--- src/rtl/keypad_scan_ctrl.sv ---
// rtl/keypad_scan_ctrl.sv - 4x4 matrix keypad scanner with debounce and one-pulse key output
module keypad_scan_ctrl #(
  parameter int SCAN_DIV       = 50000,
  parameter int DEBOUNCE_SCANS = 20
) (
  input  logic       clk,
  input  logic       rst_n,
  input  logic [3:0] col_in,
  output logic [3:0] row_out,
  output logic [3:0] key_value,
  output logic       key_valid,
  output logic       key_held
);

  localparam int DIV_W = (SCAN_DIV > 1) ? $clog2(SCAN_DIV) : 1;
  localparam int CNT_W = $clog2(DEBOUNCE_SCANS + 1);
  localparam logic [DIV_W-1:0] DIV_LAST = DIV_W'(SCAN_DIV - 1);
  localparam logic [CNT_W-1:0] CNT_DONE = CNT_W'(DEBOUNCE_SCANS);
  localparam logic [CNT_W-1:0] CNT_ONE  = CNT_W'(1);

  typedef enum logic [1:0] {
    ST_SCAN     = 2'd0,
    ST_DEBOUNCE = 2'd1,
    ST_PRESSED  = 2'd2,
    ST_RELEASE  = 2'd3
  } state_e;

  state_e           state_q, state_d;
  logic [3:0]       col_meta_q, col_s_q;
  logic [DIV_W-1:0] div_q;
  logic [3:0]       row_out_q, row_out_d;
  logic [1:0]       col_idx_q, col_idx_d;
  logic [CNT_W-1:0] cnt_q, cnt_d;
  logic [3:0]       key_value_q, key_value_d;
  logic             key_valid_q, key_valid_d;
  logic             held_q, held_d;

  logic             tick;
  logic             one_low;
  logic [1:0]       one_low_idx;
  logic [1:0]       row_idx;
  logic [3:0]       latched_pat;
  logic [CNT_W-1:0] cnt_inc;

  // Code printed on the key at (row, col); row 3 carries the F/0/E/D oddity of the keypad layout.
  function automatic logic [3:0] map_key(input logic [1:0] r, input logic [1:0] c);
    logic [3:0] code;
    case ({r, c})
      4'h0: code = 4'h1;  4'h1: code = 4'h2;  4'h2: code = 4'h3;  4'h3: code = 4'hA;
      4'h4: code = 4'h4;  4'h5: code = 4'h5;  4'h6: code = 4'h6;  4'h7: code = 4'hB;
      4'h8: code = 4'h7;  4'h9: code = 4'h8;  4'hA: code = 4'h9;  4'hB: code = 4'hC;
      4'hC: code = 4'hF;  4'hD: code = 4'h0;  4'hE: code = 4'hE;  default: code = 4'hD;
    endcase
    return code;
  endfunction

  assign tick        = (div_q == DIV_LAST);
  assign cnt_inc     = cnt_q + CNT_ONE;
  assign latched_pat = ~(4'b0001 << col_idx_q);

  // Identify a single pressed column in the synchronised sample.
  always_comb begin
    one_low     = 1'b1;
    one_low_idx = 2'd0;
    case (col_s_q)
      4'b1110: one_low_idx = 2'd0;
      4'b1101: one_low_idx = 2'd1;
      4'b1011: one_low_idx = 2'd2;
      4'b0111: one_low_idx = 2'd3;
      default: one_low = 1'b0;
    endcase
  end

  // Row being driven low; the row is frozen while a key is handled, so it doubles as the latched row.
  always_comb begin
    case (row_out_q)
      4'b1101: row_idx = 2'd1;
      4'b1011: row_idx = 2'd2;
      4'b0111: row_idx = 2'd3;
      default: row_idx = 2'd0;
    endcase
  end

  // Two-flop synchroniser for the asynchronous column inputs.
  always_ff @(posedge clk or negedge rst_n) begin
    if (!rst_n) begin
      col_meta_q <= 4'hF;
      col_s_q    <= 4'hF;
    end else begin
      col_meta_q <= col_in;
      col_s_q    <= col_meta_q;
    end
  end

  // Scan tick divider: one tick every SCAN_DIV clocks.
  always_ff @(posedge clk or negedge rst_n) begin
    if (!rst_n) begin
      div_q <= '0;
    end else if (tick) begin
      div_q <= '0;
    end else begin
      div_q <= div_q + DIV_W'(1);
    end
  end

  // Scan/debounce next state; all decisions are taken on tick cycles only.
  always_comb begin
    state_d     = state_q;
    row_out_d   = row_out_q;
    col_idx_d   = col_idx_q;
    cnt_d       = cnt_q;
    key_value_d = key_value_q;
    key_valid_d = 1'b0;
    held_d      = held_q;
    if (tick) begin
      case (state_q)
        ST_SCAN: begin
          if (col_s_q == 4'hF) begin
            row_out_d = {row_out_q[2:0], row_out_q[3]};
          end else if (one_low) begin
            col_idx_d = one_low_idx;
            cnt_d     = CNT_ONE;
            state_d   = ST_DEBOUNCE;
          end else begin
            // Chord in one row: wait for full release without reporting anything.
            cnt_d   = '0;
            state_d = ST_RELEASE;
          end
        end
        ST_DEBOUNCE: begin
          if (col_s_q == latched_pat) begin
            if (cnt_inc == CNT_DONE) begin
              key_value_d = map_key(row_idx, col_idx_q);
              key_valid_d = 1'b1;
              held_d      = 1'b1;
              cnt_d       = '0;
              state_d     = ST_PRESSED;
            end else begin
              cnt_d = cnt_inc;
            end
          end else begin
            cnt_d   = '0;
            state_d = ST_SCAN;
          end
        end
        ST_PRESSED: begin
          if (col_s_q == 4'hF) begin
            cnt_d   = CNT_ONE;
            state_d = ST_RELEASE;
          end
        end
        default: begin
          if (col_s_q == 4'hF) begin
            if (cnt_inc == CNT_DONE) begin
              held_d    = 1'b0;
              cnt_d     = '0;
              row_out_d = {row_out_q[2:0], row_out_q[3]};
              state_d   = ST_SCAN;
            end else begin
              cnt_d = cnt_inc;
            end
          end else begin
            cnt_d = '0;
          end
        end
      endcase
    end
  end

  // FSM and output registers.
  always_ff @(posedge clk or negedge rst_n) begin
    if (!rst_n) begin
      state_q     <= ST_SCAN;
      row_out_q   <= 4'b1110;
      col_idx_q   <= 2'd0;
      cnt_q       <= '0;
      key_value_q <= 4'h0;
      key_valid_q <= 1'b0;
      held_q      <= 1'b0;
    end else begin
      state_q     <= state_d;
      row_out_q   <= row_out_d;
      col_idx_q   <= col_idx_d;
      cnt_q       <= cnt_d;
      key_value_q <= key_value_d;
      key_valid_q <= key_valid_d;
      held_q      <= held_d;
    end
  end

  assign row_out   = row_out_q;
  assign key_value = key_value_q;
  assign key_valid = key_valid_q;
  assign key_held  = held_q;

endmodule
--- config.mk ---
export PLATFORM = sky130hd
export DESIGN_NAME = keypad_scan_ctrl
export DESIGN_NICKNAME = d
export VERILOG_FILES = /design/src/rtl/keypad_scan_ctrl.sv
export SDC_FILE = /design/constraint.sdc
export NUM_CORES = 1
export LEC_CHECK = 0
export ABC_AREA = 1
export CORE_MARGIN = 4
export CORE_UTILIZATION = 57
export CTS_CLUSTER_DIAMETER = 100
export DETAILED_ROUTE_END_ITERATION = 10
export PLACE_DENSITY = 0.82
export SYNTH_ARGS = -nofsm -noshare
export SYNTH_HDL_FRONTEND = slang
export SYNTH_SLANG_ARGS = --single-unit
export TNS_END_PERCENT = 10
--- constraint.sdc ---
create_clock -name clk -period 3.8 [get_ports clk]
set_input_delay 0.57 -clock clk [delete_from_list [all_inputs] [get_ports clk]]
set_output_delay 0.57 -clock clk [all_outputs]
set_load 0.005 [all_outputs]
==> results.json <==
{
  "synth_area_mm2": 0.00251,
  "crit_type": "flop to output pin",
  "drive_gt1_share_pct": 12.1,
  "postCtsHoldBufs": 0,
  "area_growth_pct": 13.3,
  "syn_nets": 343,
  "numCtsBuffers": 5,
  "firstDrtPassIters": 4,
  "wire_per_inst_um": 10.9,
  "rsz0062_at_grt": "false",
  "row_count": 23,
  "grt_max_degree": 44,
  "hpwl_um": 3310,
  "ir_drop_mv": 0.248,
  "regToRegSetupSlack_ns": 1.96,
  "synth.distinct_cells": 32,
  "tns_ns": 0,
  "status": "complete, no violations",
  "gp_congestion": 0.901,
  "fin_skew_ns": 0.00803,
  "hp-class": "flop to flop",
  "port_buffers": 15,
  "power_density_mw_per_mm2": 303,
  "whs_path_depth": 0,
  "core_area_mm2": 0.00414,
  "cts_root_buffer": "clkbuf_8",
  "ys_ff_latch": 43,
  "ios": 16,
  "grt.overflow.total": 0,
  "cts-resized-gates": 0,
  "yosys.area_share.adder_pct": 5.97,
  "antenna_cells": 0,
  "synth-xor-area-share_pct": 3.48,
  "fmax_mhz": 514,
  "path_max_fanout": 5,
  "startpoint_type": "flop",
  "drc": 0,
  "p_leak_nw": 1.48,
  "power_mw": 0.862,
  "maxSlewViolCount": 0,
  "chipHeight_um": 74.4,
  "cts_post_setup_buffers_inserted": 0,
  "hold_viol_final": 0,
  "grtUsageTotal_pct": 18.0,
  "maxCapViolations": 0,
  "cpLargestDelayFamily": "flip-flops",
  "synth_mux_area_share_pct": 0,
  "drt_iter0_drc": 111,
  "finalCritPeriodShare_pct": 51.2,
  "clock-sinks": 43,
  "tightest_slew_ns": 0.897,
  "cts-htree-levels": 2,
  "clockBufferDepth": 2,
  "synth-simple-area-share_pct": 31.4,
  "critPathBufInv": 1,
  "synth_compound_area_share_pct": 7.07,
  "ant_nets": 0,
  "antenna_found_initial": 0,
  "setup_viol": 0,
  "viasPerCell": 4.93,
  "arrival_ns": 1.37,
  "first_global_vias": 1814,
  "slowest_delay_ns": 0.57,
  "cp-end-kind": "output pin",
  "cpMaxStageDelayCell": "dfstp_2",
  "ys_warn_count": 0,
  "relSlewSlack_pct": 40.2,
  "synth_top_family_by_area": "simple AND/OR/NAND/NOR gates",
  "worstPathCellList": "clkdlybuf4s50_1",
  "via_count": 1961,
  "grt_first_pass_wirelength_um": 7820,
  "cts.clk_slew.worst_paths_ns": 0.09,
  "dieArea_mm2": 0.00554,
  "wl_um": 4330,
  "required_ns": 3.23,
  "ys_seq_area_share_pct": 43.4,
  "r2r_cells": 10,
  "cp.depth": 1,
  "period_needed_ns": 1.94,
  "start_util_pct": 60.7,
  "avgSynthCellArea_um2": 7.73,
  "netlist_instances": 325,
  "cts_tree": "built",
  "clk_latency_ns": 0.29,
  "die_w_um": 74.4,
  "nets": 365
}
final cells by class:
cell class	instances	area [um^2]
fillers	338	1300
inverters	56	220
well taps	50	62.6
multi-input cells	226	1200
flip-flops and latches	43	1090
clock buffers	7	119
clock inverters	1	7.51
repair buffers	15	145
synth_stat cells:
library cell  count  area (um^2)
a211oi_1          1         7.51
a21boi_0          1         7.51
a21oi_1           7         35.0
a31oi_1           1         6.26
and2_1            1         6.26
clkinv_1          1         3.75
clkinv_4          1         8.76
dfrtp_1          32          801
dfstp_2          11          289
ha_1             12          150
inv_1            51          191
inv_2             2         7.51
inv_6             1         8.76
nand2_1          94          353
nand2_2           4         25.0
nand2_4           1         11.3
nand3_1          19         95.1
nand3_2           2         20.0
nand4_1           4         25.0
nand4_4           1         21.3
nor2_1           33          124
nor2_2            4         25.0
nor2_4            1         11.3
nor2_8            1         20.0
nor3_1            5         25.0
nor3_2            2         20.0
o211ai_4          1         21.3
o21ai_0          19         95.1
o21ai_1           1         5.00
or2_2             1         6.26
xnor2_1           2         17.5
xor2_1            8         70.1
layer usage:
layer	vias up	GRT usage (%)	routed length (um)
met5	-	0	0
met1	868	26.2	2250
met2	34	27.0	1840
li1	1053	-	-
met3	6	3.24	188
met4	0	6.52	53
placed cells by master, fill, tap and decap left out, drive strengths merged:
cell / n
dfstp: 11
nor3: 7
dfrtp: 32
o211ai: 1
a211oi: 1
nand2: 99
a21boi: 1
nand3: 21
clkinvlp: 1
nor2: 39
inv: 54
nand4: 5
xnor2: 2
ha: 12
clkbuf: 7
buf: 1
clkdlybuf4s50: 14
and2: 1
clkinv: 2
a31oi: 1
xor2: 8
or2: 1
o21ai: 20
a21oi: 7
kinds of logic after synthesis:
kind of cell    Yosys count
fa+ha+maj                12
xor+xnor                 10
buf+inv                  56
flops                    43
compound gates           31
simple gates            173
state kept, by name (all words and copies together), names as in the netlist:
name	cells
col_meta_q	4
key_held	1
row_out	4
key_value	4
col_idx_q	2
div_q	16
state_q	2
col_s_q	4
key_valid	1
cnt_q	5
power breakdown:
| part | internal [mW] | switching (mW) | total [mW] | leakage [nW] |
|---|---|---|---|---|
| logic | 0.00802 | 0.0180 | 0.0260 | 0.874 |
| clock network | 0.209 | 0.159 | 0.369 | 0.0607 |
| registers | 0.465 | 0.00240 | 0.468 | 0.548 |
| total | 0.682 | 0.180 | 0.862 | 1.48 |
through the flow:
step | cell area [um^2] | setup WS, ns | hold WS [ns] | util [%] | instances
detailed placement | 2720 | 2.00 | 0.348 | 65.7 | 390
floorplan | 2510 | 2.25 | 0.274 | - | 325
finish | 2850 | 1.86 | 0.349 | 68.7 | 398
CTS | 2850 | 1.84 | 0.355 | 68.7 | 398
global route | 2850 | 1.73 | 0.364 | 68.7 | 398
global placement | 2720 | 2.10 | 0.347 | 65.7 | 390
final timing paths:
check | from | endpoint
min | col_meta_q[0] | col_s_q[0]
max | row_out[2] | row_out[2]
max in group asynchronous | rst_n | row_out[0]
max reg2reg | col_idx_q[0] | cnt_q[1]
min reg2reg | col_meta_q[0] | col_s_q[0]
min in group asynchronous | rst_n | key_value[3]
(Power assumes the default switching activity.)
